`src/rtl/cmd_pkg.sv`:
```
// Shared types and constants for the flight-controller command sequencer.
package cmd_pkg;

   typedef enum logic [7:0] {
      OP_SET_PTCH  = 8'h02,
      OP_SET_ROLL  = 8'h03,
      OP_SET_YAW   = 8'h04,
      OP_SET_THRST = 8'h05,
      OP_CALIBRATE = 8'h06,
      OP_EMER_LAND = 8'h07,
      OP_MTRS_OFF  = 8'h08
   } opcode_e;

   typedef enum logic [1:0] {
      IDLE,
      CAL_WAIT,
      RESP,
      RESP_WAIT
   } state_e;

   localparam logic [7:0] ACK_DEF     = 8'hA5;
   localparam logic [7:0] NACK_DEF    = 8'hEE;
   localparam int         CAL_TMO_DEF = 1_000_000;

endpackage

```
`src/rtl/cmd_tmo_cnt.sv`:
```
// Clearable up-counter that stops at TMO-1 and flags the terminal count.
module cmd_tmo_cnt #(
   parameter int TMO = 1_000_000
) (
   input  logic clk,
   input  logic rst,
   input  logic clr_i,
   input  logic en_i,
   output logic tc_o
);

   localparam int         W      = (TMO > 1) ? $clog2(TMO) : 1;
   localparam logic [W-1:0] TC_VAL = W'(TMO - 1);

   logic [W-1:0] cnt_q, cnt_d;

   assign tc_o = (cnt_q == TC_VAL);

   always_comb begin
      cnt_d = cnt_q;
      if (clr_i)
         cnt_d = '0;
      else if (en_i && !tc_o)
         cnt_d = cnt_q + 1'b1;
   end

   always_ff @(posedge clk) begin
      if (rst) cnt_q <= '0;
      else     cnt_q <= cnt_d;
   end

endmodule

```
`src/rtl/cmd_dispatch.sv`:
```
// Executes completed UART commands, updates flight setpoints, and returns one ACK/NACK byte.
module cmd_dispatch
   import cmd_pkg::*;
#(
   parameter int         CAL_TMO = CAL_TMO_DEF,
   parameter logic [7:0] ACK     = ACK_DEF,
   parameter logic [7:0] NACK    = NACK_DEF
) (
   input  logic               clk,
   input  logic               rst,
   input  logic               cmd_rdy,
   input  logic [7:0]         cmd,
   input  logic [15:0]        data,
   output logic               clr_cmd_rdy,
   output logic               send_resp,
   output logic [7:0]         resp,
   input  logic               resp_sent,
   output logic signed [15:0] ptch,
   output logic signed [15:0] roll,
   output logic signed [15:0] yaw,
   output logic [8:0]         thrst,
   output logic               strt_cal,
   input  logic               cal_done,
   output logic               motors_off,
   output logic               busy
);

   state_e             state_q;
   logic               send_resp_q, strt_cal_q, motors_off_q;
   logic [7:0]         resp_q;
   logic signed [15:0] ptch_q, roll_q, yaw_q;
   logic [8:0]         thrst_q;
   logic               accept, tmo_tc;

   // Accept only in IDLE; a pending command during busy stays latched in the wrapper.
   assign accept      = (state_q == IDLE) && cmd_rdy && !rst;
   assign clr_cmd_rdy = accept;
   assign busy        = (state_q != IDLE);

   cmd_tmo_cnt #(.TMO(CAL_TMO)) u_cal_tmo (
      .clk   (clk),
      .rst   (rst),
      .clr_i (accept && (cmd == OP_CALIBRATE)),
      .en_i  (state_q == CAL_WAIT),
      .tc_o  (tmo_tc)
   );

   always_ff @(posedge clk) begin
      if (rst) begin
         state_q      <= IDLE;
         send_resp_q  <= 1'b0;
         strt_cal_q   <= 1'b0;
         motors_off_q <= 1'b1;
         resp_q       <= 8'h00;
         ptch_q       <= '0;
         roll_q       <= '0;
         yaw_q        <= '0;
         thrst_q      <= '0;
      end else begin
         send_resp_q <= 1'b0;
         strt_cal_q  <= 1'b0;
         case (state_q)
            IDLE: if (cmd_rdy) begin
               state_q <= RESP;
               resp_q  <= ACK;
               case (cmd)
                  OP_SET_PTCH:  ptch_q <= data;
                  OP_SET_ROLL:  roll_q <= data;
                  OP_SET_YAW:   yaw_q  <= data;
                  OP_SET_THRST: begin
                     thrst_q      <= data[8:0];
                     motors_off_q <= 1'b0;
                  end
                  OP_CALIBRATE: begin
                     motors_off_q <= 1'b0;
                     strt_cal_q   <= 1'b1;
                     state_q      <= CAL_WAIT;
                  end
                  OP_EMER_LAND: begin
                     ptch_q  <= '0;
                     roll_q  <= '0;
                     yaw_q   <= '0;
                     thrst_q <= '0;
                  end
                  OP_MTRS_OFF:  motors_off_q <= 1'b1;
                  default:      resp_q <= NACK;
               endcase
            end
            // cal_done is checked first so it wins a tie with the timeout.
            CAL_WAIT: begin
               if (cal_done) begin
                  state_q <= RESP;
                  resp_q  <= ACK;
               end else if (tmo_tc) begin
                  state_q <= RESP;
                  resp_q  <= NACK;
               end
            end
            RESP: begin
               send_resp_q <= 1'b1;
               state_q     <= RESP_WAIT;
            end
            RESP_WAIT: if (resp_sent) state_q <= IDLE;
            default: state_q <= IDLE;
         endcase
      end
   end

   assign send_resp  = send_resp_q;
   assign strt_cal   = strt_cal_q;
   assign motors_off = motors_off_q;
   assign resp       = resp_q;
   assign ptch       = ptch_q;
   assign roll       = roll_q;
   assign yaw        = yaw_q;
   assign thrst      = thrst_q;

endmodule

```
`config.mk`:
```
export PLATFORM = sky130hd
export DESIGN_NAME = cmd_dispatch
export DESIGN_NICKNAME = d
export VERILOG_FILES = /design/src/rtl/cmd_pkg.sv /design/src/rtl/cmd_tmo_cnt.sv /design/src/rtl/cmd_dispatch.sv
export SDC_FILE = /design/constraint.sdc
export NUM_CORES = 1
export LEC_CHECK = 0
export ABC_AREA = 0
export BUFFER_PORTS_ARGS = -buffer_cell sky130_fd_sc_hd__buf_2
export CORE_MARGIN = 3
export CORE_UTILIZATION = 57
export CTS_CLUSTER_SIZE = 24
export DETAILED_ROUTE_END_ITERATION = 16
export PLACE_DENSITY = 0.84
export SYNTH_ARGS = -nofsm -noshare
export SYNTH_HDL_FRONTEND = slang
export SYNTH_HIERARCHICAL = 1
export SYNTH_SLANG_ARGS = --single-unit
```
`constraint.sdc`:
```
create_clock -name clk -period 4.05 [get_ports clk]
set_clock_uncertainty 0.1 [all_clocks]
set_input_delay 0.405 -clock clk [delete_from_list [all_inputs] [get_ports clk]]
set_output_delay 0.405 -clock clk [all_outputs]
set_load 0.02 [all_outputs]
```
Word-level counts from Yosys, hierarchy flattened:

Index checks and enable logic that the tools add are counted.

* bits in registers: 90
* word-level logic and storage cells: 70

* add/sub/neg operators: 1
* equality and inequality tests: 14
* muxes and demuxes: 18
* bitwise operators: 2
* reductions and logical operators: 25

Operator list (count)
* 16-bit one-hot mux with 2 select lines: 3
* 8-bit by 3-bit == test with 1-bit output, second input constant: 4
* 8-bit 2-to-1 mux: 3
* 3-bit AND reduction: 7
* 20-bit by 1-bit adder with 20-bit output, second input constant: 1
* 20-bit == test, second input constant: 1
* 9-bit one-hot mux with 2 select lines: 1
* 8-bit by 2-bit == test with 1-bit output, second input constant: 2
* 8-bit one-hot mux with 2 select lines: 1
* 2-bit nonzero test: 7
* 2-bit 2-to-1 mux: 5
* 8-bit by 4-bit == test with 1-bit output, second input constant: 1
* 2-bit one-hot mux with 4 select lines: 1
* 7-bit 2-to-1 mux: 1
* 7-bit OR reduction: 1
* 2-bit == test, second input constant: 2
* 1-bit logical AND: 4
* 2-bit inequality test, second input constant: 2
* 2-bit OR reduction: 2
* 3-bit inequality test, second input constant: 1
* 3-bit OR reduction: 1
* 2-bit by 1-bit == test with 1-bit output, second input constant: 1
* 1-bit zero test: 2
* 2-bit zero test: 1
* other kinds (3): 5

Logic depth before layout (Yosys ltp):

Gate-level depths: netlist (run 1).

* depth in word-level cells: 5
* mapped depth: 8
* gate-level depth less buffers: 8

Hierarchy:

Netlist (run 1), hierarchy kept.

By module, submodules not included
* cmd_dispatch: instances 1, cells an instance 275, area an instance 2767.7 um^2, sequential area each 1301.2 um^2
* cmd_tmo_cnt: instances 1, cells an instance 130, area an instance 1041.0 um^2, sequential area each 400.4 um^2

Worst setup path after synthesis (run 1):

OpenSTA, ideal clock, no wires.

* path type: input -> register
* from: input cmd[5]
* to: register u_cal_tmo.cnt_q[16]
* data arrival time: 2012 ps
* required time: 3834 ps
* setup slack: 1821 ps
* stages: 6
* path buffers: 1
* cells stage by stage: nor4_1 and4_1 or2_2 clkbuf_1 nor2_1 a31o_2

* word-level cells in the longest chain between the ends: 3

RTL lines
* from (decl): line cmd_dispatch.sv:12 `input logic [7:0] cmd,`
* 8-bit by 3-bit == test with 1-bit output: line cmd_dispatch.sv:43 `.clr_i (accept && (cmd == OP_CALIBRATE)),`
* 1-bit logical AND: line cmd_dispatch.sv:43
* 2-bit OR reduction (no source line)
* to (signal assigned): line cmd_tmo_cnt.sv:29 `else cnt_q <= cnt_d;`
* to (decl): line cmd_tmo_cnt.sv:15 `logic [W-1:0] cnt_q, cnt_d;`

No other way between the ends.
A chain may end at the register's enable or synchronous reset.

Final worst setup path (run 1):

* from: register state_q[1]
* to: register u_cal_tmo.cnt_q[19]

* word-level cells in the longest chain between the ends: 5
* elaborated cells between the ends (all ways): 7

RTL lines
* from (decl): line cmd_dispatch.sv:28 `state_e state_q;`
* from (signal assigned): line cmd_dispatch.sv:50 `state_q <= IDLE;`
* from (signal assigned): line cmd_dispatch.sv:64 `state_q <= RESP;`
* from (signal assigned): line cmd_dispatch.sv:77 `state_q <= CAL_WAIT;`
* 2-bit zero test: line cmd_dispatch.sv:36 `assign accept = (state_q == IDLE) && cmd_rdy && !rst;`
* 1-bit logical AND (2 in series): line cmd_dispatch.sv:36
* 1-bit logical AND: line cmd_dispatch.sv:43
* 2-bit OR reduction (no source line)

Parallel ways exist; a longest one is shown, timed or not.

==> results of run 1 <==
-- logic make-up after synthesis --
group	share of synthesized area
and+or+nand+nor	0.2158
DFF	0.4468
muxes	0.1551
AOI/OAI and AO/OA	0.09396
buffers and inverters	0.05157
xor gates and xnor gates	0.01610
adders and majority gates	0.01971
other	0.0009846
-- cells in the mapped netlist, types with 7 or more instances --
master / number / area [sq um]
dfxtp_1: 85 / 1702
nand2_1: 73 / 274.0
mux2i_1: 59 / 590.6
o211ai_1: 18 / 135.1
clkbuf_1: 17 / 63.81
nor2_1: 12 / 45.04
inv_1: 11 / 41.29
nand3_1: 9 / 45.04
nand4_1: 9 / 56.30
nor3_1: 7 / 35.03
-- state kept, by name, summed over array words and instances, names as in the netlist --
name and flops:
state_q 2, thrst 9, yaw 16, strt_cal 1, u_cal_tmo/cnt_q 20, send_resp 1, motors_off 1, resp 3
ptch 16, roll 16
-- final cells by class --
| type | instances | area (sq um) | share of cell area |
|---|---|---|---|
| Sequential cell | 85 | 1702 | 0.3830 |
| Multi-Input combinational cell | 280 | 1911 | 0.4300 |
| Tap cell | 77 | 96.34 | 0.02168 |
| Clock buffer | 11 | 151.4 | 0.03407 |
| Clock inverter | 5 | 41.29 | 0.009293 |
| Inverter | 11 | 41.29 | 0.009293 |
| Timing Repair Buffer | 99 | 500.5 | 0.1126 |
-- cell usage in the layout (no fill, tap or decap), types with 3 or more instances in the layout --
cell type,instances
o21ai_0,5
and3_1,3
nand3_1,9
a21oi_1,6
a2111oi_0,3
o211ai_1,18
and2_1,3
inv_1,10
ha_1,6
or3_1,6
nand4_1,9
dfxtp_1,85
nand2_1,73
a31oi_1,5
inv_6,3
nor4_1,3
clkbuf_8,11
nor3_1,7
nor2_1,12
xnor2_1,5
nor2b_1,6
and4_1,6
mux2i_1,59
or4_1,4
buf_2,97
-- metal layers --
layer,vias to the layer above,part of all wire,track usage
met5,-,0,0
met4,0,0.016,0.08368
met3,15,0.059,0.04139
met2,114,0.49,0.3699
met1,1508,0.43,0.3082
li1,1604,-,-
-- worst paths after layout --
kind	startpoint	end	slack [ns]	depth (start not counted)
worst min register to register	ptch[12]$_SDFFE_PP0P_	ptch[12]$_SDFFE_PP0P_	0.36	2
worst max-delay path	state_q[1]$_SDFFE_PP0P_	u_cal_tmo/cnt_q[19]$_SDFFE_PP0P_	1.55	6
worst min-delay path	rst	send_resp$_SDFF_PP0_	0.29	2
worst max register to register	state_q[1]$_SDFFE_PP0P_	u_cal_tmo/cnt_q[19]$_SDFFE_PP0P_	1.55	6
-- power groups by stage --
stage | Sequential (mW) | Clock [mW] | Combinational [mW]
floorplan | 0.918 | 0 | 0.199
global placement | 0.904 | 0 | 0.269
detailed placement | 0.907 | 0 | 0.277
CTS | 0.887 | 0.588 | 0.278
global route | 0.892 | 0.631 | 0.303
finish | 0.887 | 0.585 | 0.278
==> run summary, run 1 <==
Post-CTS Setup Bufs = 0
Post-Layout Cell Count = 568
H-Tree Level Count = 3
Final Util = 0.6918
Syn nets = 440
Port-buffer cells = 97
Design Power = 1.750 mW
Post-route ant nets = 0
Die area = 7698 sq um
Die H = 87.74 um
Largest net degree at the start of global routing = 60
Clock edge transition at the registers on the reported setup and hold paths = 0.08 ns
Yosys synthesis warning count = 6
Nets = 521
Max-cap violations = 0
Worst-Skew Late Latency = 0.36 ns
Fin. max-slew vios = 0
Fin Hold WS = 0.2874 ns
Clock tree sinks = 85
Distinct cells, synth = 53
Initial Utilization = 0.5930
Number of diodes = 0
Sw Share = 0.2981
Final hold viol count = 0
Gate Count Post-Synth = 405
Cell Chain, Critical Path = inv_1 > ha_1 > nand3_1 > or4_1 > or4_1 > a21oi_1
Initial antenna violation count = 0
Critical Path AT = 2.69 ns
Status = finished clean
Hpwl dp = 6313 um
Hold/Removal Path Class = input pin to flip-flop
Setup CP Type = flip-flop to flip-flop
DRC Markers = 0
Die W = 87.74 um
Synth Cell Area = 3809 sq um
First-pass GRT wire length = 14020 um
Synth async-reset ratio = 0
Detailed Route WL = 8735 um
# hold bufs at CTS = 0
Cell Pwr Density = 393.9 nW/um^2
Routed length per instance = 15.38 um
Placed insts = 552
CTS Buffer Depth = 2
Min Tclk post-route = 2.500 ns
Synthesis-stage register bit count = 85
Peak VDD IR = 0.2746 mV
CTS tree = built
CP bufs+invs = 1
Number of fill cells = 526
Via Count = 3241
Cell area after layout = 4443 sq um
Grt total ovfl = 0
Via density = 5.706
GPL Wtd Cong = 0.8187
Final setup fails = 0
Share of post-route cells with drive strength above 1 = 0.2525
Drt first pass iters = 5
Row cnt = 29
Family with the most delay on the worst path = simple AND/OR/NAND/NOR gates
Initial DRC count = 283
Synth Area per Inst = 9.404 sq um
Cts repair resizes = 0
P_leak = 2.049 nW
Int Power = 1.228 mW
CP Launch Type = flip-flop
FMAX = 400.0 MHz
Most frequent CP cell = or4_1
EDFF count, synth = 0
Power share of the clock group = 0.334
Placed Area = 4250 sq um
Seq/Total Area, Yosys = 0.4468
CP Capture Type = flip-flop
Worst slew pin tran = 0.9552 ns
Flop pwr share = 0.507
Core Area = 6422 sq um
Root Buffer = clkbuf_8
Io pins = 99
Logic pwr share = 0.159
Fin Setup TNS = 0 ns
Pre-CTS setup slack = 1.357 ns
Slowest stage cell, crit path = or4_1
Sw Pwr = 521.7 uW
Critical path required time = 4.24 ns
Post-synth top flop = dfxtp_1
Total GRT Usage = 0.2294
Synthesis-to-finish area growth = 16.66%
PnR worst setup slack = 1.550 ns
Unrepaired setup endpoints after global routing = false
Slew margin rel. = 0.3574
Period Utilization, post-route = 0.6173
TritonCTS Buffers = 9
Slowest cell delay on critical path = 0.70 ns
Number of global-route vias before repair = 2964
CP max FO = 9
Note: power is estimated with default switching activity, not from simulation.
==> run 2, diff against run 1 <==
--- a/config.mk
+++ b/config.mk
@@ -5,13 +5,13 @@
 export SDC_FILE = /design/constraint.sdc
 export NUM_CORES = 1
 export LEC_CHECK = 0
-export ABC_AREA = 0
+export ABC_AREA = 1
 export BUFFER_PORTS_ARGS = -buffer_cell sky130_fd_sc_hd__buf_2
 export CORE_MARGIN = 3
-export CORE_UTILIZATION = 57
+export CORE_UTILIZATION = 54
 export CTS_CLUSTER_SIZE = 24
 export DETAILED_ROUTE_END_ITERATION = 16
-export PLACE_DENSITY = 0.84
+export PLACE_DENSITY = 0.79
 export SYNTH_ARGS = -nofsm -noshare
 export SYNTH_HDL_FRONTEND = slang
 export SYNTH_HIERARCHICAL = 1
==> constraint.sdc (replaced) <==
create_clock -name clk -period 2.45 [get_ports clk]
set_clock_uncertainty 0.1 [all_clocks]
set_input_delay 0.245 -clock clk [delete_from_list [all_inputs] [get_ports clk]]
set_output_delay 0.245 -clock clk [all_outputs]
set_load 0.02 [all_outputs]
==> run 2 against run 1 <==
  * Maximum frequency rose by 24%
  * Worst setup slack got worse by 1.1 ns
  * Die area grew 15%
  * Critical path depth grew 2
  * Via count rose by 24%
  * Global-route usage grew 1.1 points
  * Register-to-register slack got worse by 1.1 ns
  * Count of clock-buffer cells in the layout decreased by 1
  * Total power grew 76%
  * Critical path type unchanged
  * Critical endpoint is now state_q[1]$_SDFFE_PP0P_
==> run summary, run 2 <==
Status = finished clean
Flop pwr share = 0.482 (-0.025)
Fin Setup TNS = 0 ns (unchanged)
Synthesis-to-finish area growth = 14.54%
Cell Pwr Density = 639.9 nW/um^2 (+62%)
Cts repair resizes = 0 (unchanged)
Total GRT Usage = 0.2404 (+0.01093)
Initial antenna violation count = 0 (unchanged)
Min Tclk post-route = 2.018 ns (-0.4819 ns)
Setup CP Type = flip-flop to flip-flop
# hold bufs at CTS = 0 (unchanged)
DRC Markers = 0 (unchanged)
Fin. max-slew vios = 0 (unchanged)
Share of post-route cells with drive strength above 1 = 0.2698 (+0.01730)
Clock tree sinks = 85 (unchanged)
Post-CTS Setup Bufs = 0 (unchanged)
Unrepaired setup endpoints after global routing = false
P_leak = 2.119 nW (+3.4%)
H-Tree Level Count = 3 (unchanged)
Via density = 5.491 (-3.8%)
Drt first pass iters = 5 (unchanged)
Gate Count Post-Synth = 545 (+35%)
CP Capture Type = flip-flop
Clock edge transition at the registers on the reported setup and hold paths = 0.08 ns (about the same)
FMAX = 495.5 MHz (+24%)
Die W = 94.20 um (+7.4%)
Slew margin rel. = 0.5530 (+0.1956)
Distinct cells, synth = 35 (-34%)
Number of diodes = 0 (unchanged)
Seq/Total Area, Yosys = 0.4051 (-0.04166)
Core Area = 7408 sq um (+15%)
Grt total ovfl = 0 (unchanged)
Worst-Skew Late Latency = 0.35 ns (about the same)
Sw Share = 0.3382 (+0.04009)
Die H = 94.20 um (+7.4%)
Top cell type's share of synthesized area = 0.4051 (-0.04166)
Yosys synthesis warning count = 6 (unchanged)
EDFF count, synth = 0 (unchanged)
Synth area leaders = dfxtp_1, a21oi_1, nand2_1, nor3_1, inv_1
Synth async-reset ratio = 0 (unchanged)
Synth Area per Inst = 7.707 sq um (-18%)
Critical Path AT = 2.20 ns (-0.49 ns)
Io pins = 99 (unchanged)
Commonest non-fill, non-tap cell in the layout = a21oi_1
Commonest non-fill, non-tap cells in the layout = a21oi_1, buf_2, dfxtp_1
Worst slew pin tran = 0.6705 ns (-0.2846 ns)
PnR worst setup slack = 0.4317 ns (-1.118 ns)
Int Power = 2.037 mW (+66%)
Slowest stage cell, crit path = dfxtp_1
Max-cap violations = 0 (unchanged)
CP Launch Type = flip-flop
GPL Wtd Cong = 0.9046 (+10%)
CTS Buffer Depth = 2 (unchanged)
Initial DRC count = 283 (unchanged)
Max reg flops = 20 (unchanged)
Post-synth top flop = dfxtp_1
Logic pwr share = 0.220 (+0.061)
CP bufs+invs = 0 (-1)
Slowest cell delay on critical path = 0.39 ns (-0.31 ns)
Period Utilization, post-route = 0.8238 (+0.2065)
CP max FO = 4 (-5)
Sw Pwr = 1.041 mW (+100%)
Die area = 8873 sq um (+15%)
Detailed Route WL = 10600 um (+21%)
TritonCTS Buffers = 9 (unchanged)
Most frequent CP cell = nor3_1
Biggest register = u_cal_tmo/cnt_q
Critical path required time = 2.63 ns (-1.61 ns)
Number of global-route vias before repair = 3524 (+19%)
Largest net degree at the start of global routing = 63 (+5.0%)
Routed length per instance = 14.54 um (-5.5%)
Cell Chain, Critical Path = ha_1 > nand3_4 > nor2_1 > and2_1 > nor3_1 > nor3_1 > o21ai_0 > a31oi_1
Via Count = 4003 (+24%)
Post-route ant nets = 0 (unchanged)
Final setup fails = 0 (unchanged)
Family with the most delay on the worst path = simple AND/OR/NAND/NOR gates
Power share of the clock group = 0.299 (-0.035)
First-pass GRT wire length = 17040 um (+22%)
Most common cell in the synthesized netlist = a21oi_1
Synth cell count leaders = a21oi_1, dfxtp_1, nand2_1, nor3_1
Initial Utilization = 0.5670 (-0.02606)
Nets = 660 (+27%)
Syn nets = 580 (+32%)
Synthesis-stage register bit count = 85 (unchanged)
Design Power = 3.079 mW (+76%)
Final hold viol count = 0 (unchanged)
Area leader, netlist = dfxtp_1
CTS tree = built
Number of fill cells = 640 (+22%)
Synth Cell Area = 4200 sq um (+10%)
Peak VDD IR = 0.3686 mV (+34%)
Row cnt = 31 (+6.9%)
Hold/Removal Path Class = input pin to flip-flop
Root Buffer = clkbuf_8
Port-buffer cells = 97 (unchanged)
Pre-CTS setup slack = 0.4540 ns (-0.9028 ns)
Hpwl dp = 7484 um (+19%)
-- run 2: final cells by class --
class                   instances  area (sq um)  area share
inverters                      47         177.7     0.03693
well taps                      99         123.9     0.02575
multi-input cells             380          2088      0.4341
repair buffers                102         535.5      0.1113
clock buffers                  10         137.6     0.02861
clock inverters                 6         46.29    0.009623
flip-flops and latches         85          1702      0.3537
-- run 2: cells by family (layout without fill, tap and decap cells) --
| kind of cell | Yosys count | after routing | share of synthesized area |
|---|---|---|---|
| compound gates | 143 | 143 | 0.1832 |
| xor+xnor | 3 | 3 | 0.006257 |
| fa+ha+maj | 6 | 6 | 0.01787 |
| buf+inv | 80 | 165 | 0.09770 |
| flops | 85 | 85 | 0.4051 |
| other cells | 1 | 1 | 0.0008928 |
| simple gates | 227 | 227 | 0.2890 |
-- run 2: worst reg2reg max path, stage by stage (launching register included) --
cell,delay [ns]
dfxtp_1,0.39
ha_1,0.25
nand3_4,0.13
nor2_1,0.19
and2_1,0.19
nor3_1,0.08
nor3_1,0.33
o21ai_0,0.16
a31oi_1,0.15
-- run 2: metal layers --
layer  vias to the layer above  part of all wire  GRT usage
li1                       1988                 -          -
met1                      1835              0.44     0.3333
met2                       161              0.46     0.3635
met3                        19             0.071    0.05769
met4                         0             0.024    0.08424
met5                         -                 0          0
-- run 2: stage by stage --
| step | cells | instance area (sq um) | utilization | hold WS (ns) |
|---|---|---|---|---|
| 2_1_floorplan | 545 | 4200 | - | 0.2984 |
| 3_3_place_gp | 713 | 4627 | 0.6246 | 0.3742 |
| 3_5_place_dp | 713 | 4627 | 0.6246 | 0.3926 |
| 4_1_cts | 729 | 4811 | 0.6494 | 0.06662 |
| 5_1_grt | 729 | 4811 | 0.6494 | 0.09034 |
| 6_report | 729 | 4811 | 0.6494 | 0.08231 |
-- run 2: final timing paths --
path / startpoint / to / slack (ns) / depth (start not counted)
setup / recovery: u_cal_tmo/cnt_q[0]$_SDFFE_PP0P_ / state_q[1]$_SDFFE_PP0P_ / 0.43 / 8
hold / removal: rst / resp[0]$_SDFFE_PP0P_ / 0.08 / 2
setup reg to reg: u_cal_tmo/cnt_q[0]$_SDFFE_PP0P_ / state_q[1]$_SDFFE_PP0P_ / 0.43 / 8
hold reg to reg: resp[0]$_SDFFE_PP0P_ / resp[0]$_SDFFE_PP0P_ / 0.40 / 2
-- run 2: power groups by stage --
stage                     Clock (mW)  Combinational, mW  Sequential, mW
after detailed placement           0              0.675            1.52
after floorplan                    0              0.475            1.54
final                          0.919              0.677            1.48
after global placement             0              0.654            1.51
after global routing           0.990              0.743            1.49
after CTS                      0.936              0.676            1.48
==> run 3, diff against run 2 <==
==> constraint.sdc (replaced) <==
create_clock -name clk -period 2 [get_ports clk]
set_clock_uncertainty 0.1 [all_clocks]
set_input_delay 0.2 -clock clk [delete_from_list [all_inputs] [get_ports clk]]
set_output_delay 0.2 -clock clk [all_outputs]
set_load 0.02 [all_outputs]
==> run 3 against run 2 <==
  * Die area unchanged
  * Sequential power rose by 23%
  * First-iteration DRC count increased by 2.8%
  * Register-to-register slack got worse by 0.28 ns
  * Critical path type unchanged
  * Largest power group unchanged
==> run summary, run 3 (synthesis results as in run 2) <==
Slowest cell delay on critical path = 0.40 ns (about the same)
Clock edge transition at the registers on the reported setup and hold paths = 0.10 ns (+0.02 ns)
CP max FO = 16 (+12)
Share of post-route cells with drive strength above 1 = 0.2884 (+0.01856)
GPL Wtd Cong = 0.9185 (+1.5%)
Fin. max-slew vios = 0 (unchanged)
Commonest non-fill, non-tap cell in the layout = a21oi_1
First-pass GRT wire length = 17600 um (+3.3%)
Core Area = 7408 sq um (unchanged)
CP Capture Type = flip-flop
Number of global-route vias before repair = 3710 (+5.3%)
Via density = 5.479 (-0.22%)
TritonCTS Buffers = 9 (unchanged)
Min Tclk post-route = 1.847 ns (-0.1713 ns)
Final setup fails = 0 (unchanged)
Synthesis-to-finish area growth = 18.29%
Clock tree sinks = 85 (unchanged)
H-Tree Level Count = 3 (unchanged)
Row cnt = 31 (unchanged)
Design Power = 4.083 mW (+33%)
Slowest stage cell, crit path = dfxtp_1
Hold depth = 3 (+1)
Grt total ovfl = 0 (unchanged)
CTS Buffer Depth = 2 (unchanged)
Routed length per instance = 14.93 um (+2.7%)
# hold bufs at CTS = 0 (unchanged)
Biggest register = u_cal_tmo/cnt_q
Die W = 94.20 um (unchanged)
Nets = 668 (+1.2%)
Critical path required time = 2.16 ns (-0.47 ns)
Largest net degree at the start of global routing = 37 (-41%)
Total GRT Usage = 0.2481 (+0.007702)
Number of diodes = 0 (unchanged)
Hold/Removal Path Class = input pin to flip-flop
Detailed Route WL = 11010 um (+3.9%)
Post-route ant nets = 0 (unchanged)
Die H = 94.20 um (unchanged)
Initial DRC count = 291 (+2.8%)
Via Count = 4038 (+0.87%)
Die area = 8873 sq um (unchanged)
Initial antenna violation count = 0 (unchanged)
Final hold viol count = 0 (unchanged)
Critical Path AT = 2.01 ns (-0.19 ns)
Period Utilization, post-route = 0.9235 (+0.09973)
Max-cap violations = 0 (unchanged)
Commonest non-fill, non-tap cells in the layout = a21oi_1, buf_2, dfxtp_1
Reg2Reg Depth = 8 (unchanged)
Worst-Skew Late Latency = 0.34 ns (about the same)
P_leak = 2.172 nW (+2.5%)
Cell Chain, Critical Path = inv_1 > ha_1 > nand2_1 > clkinv_2 > buf_4 > nand2_8 > a21oi_1 > nor3_1
Root Buffer = clkbuf_8
FMAX = 541.4 MHz (+9.3%)
CTS tree = built
CP Launch Type = flip-flop
Cell Pwr Density = 821.8 nW/um^2 (+28%)
Cell area after layout = 4969 sq um (+3.3%)
Drt first pass iters = 5 (unchanged)
Hpwl dp = 7771 um (+3.8%)
Peak VDD IR = 0.3892 mV (+5.6%)
Max reg flops = 20 (unchanged)
Initial Utilization = 0.5670 (unchanged)
DRC Markers = 0 (unchanged)
Status = finished clean
Setup CP Type = flip-flop to flip-flop
Io pins = 99 (unchanged)
Port-buffer cells = 97 (unchanged)
Placed Area = 4684 sq um (+1.2%)
-- run 3: changes by cell type in the layout (fill, tap and decap cells not counted), sizes merged --
cell	delta
buf	+8
bufinv	+2
clkinvlp	-2
clkbuf	-1
inv	+1
-- run 3: routing by layer --
layer  routed length [um]  GRT usage  share of wire
met5                    0          0              0
met4                  332     0.1083          0.030
met3                  758    0.03766          0.069
met2                 5221     0.3936           0.47
met1                 4695     0.3337           0.43
-- run 3: cell type report --
cell class / instances / area, sq um
Fill cell: 624 / 2440
Multi-Input combinational cell: 380 / 2130
Sequential cell: 85 / 1702
Timing Repair Buffer: 110 / 608.1
Inverter: 47 / 177.7
Clock buffer: 9 / 123.9
Tap cell: 99 / 123.9
Clock inverter: 7 / 103.9
-- run 3: worst max-delay path, delay by kind of cell, from the launching register on --
family | cells | cell delay, ns
adders and majority gates | 1 | 0.23
buffers and inverters | 3 | 0.50
AOI/OAI and AO/OA | 1 | 0.06
DFF | 1 | 0.40
and+or+nand+nor | 3 | 0.47
-- run 3: worst paths after layout --
check	start	endpoint	slack [ns]
max	state_q[0]$_SDFFE_PP0P_	ptch[12]$_SDFFE_PP0P_	0.15
min	data[15]	yaw[15]$_SDFFE_PP0P_	0.05
max reg2reg	state_q[0]$_SDFFE_PP0P_	ptch[12]$_SDFFE_PP0P_	0.15
min reg2reg	motors_off$_SDFFE_PP1P_	motors_off$_SDFFE_PP1P_	0.42
-- run 3: report_power, final --
part | switching, mW | internal, mW
logic | 0.610 | 0.284
clock network | 0.650 | 0.721
registers | 0.0594 | 1.76
-- run 3: repair_timing --
item,in CTS,in global routing
setup buffers,0,2
gates resized for setup,0,8
endpoints found under the setup margin,0,4
endpoints found under the hold margin,0,0
-- run 3: through the flow --
step / hold WS (ns) / utilization / instances / setup TNS [ns] / setup slack (ns)
4_1_cts: 0.04793 / 0.6631 / 735 / 0 / 0.01219
6_report: 0.05260 / 0.6707 / 737 / 0 / 0.1530
5_1_grt: 0.06053 / 0.6707 / 737 / -0.02234 / -0.02234
3_5_place_dp: 0.3943 / 0.6323 / 719 / 0 / 0.03016
3_3_place_gp: 0.3817 / 0.6323 / 719 / 0 / 0.1571
2_1_floorplan: 0.2534 / - / 545 / 0 / 0.2779
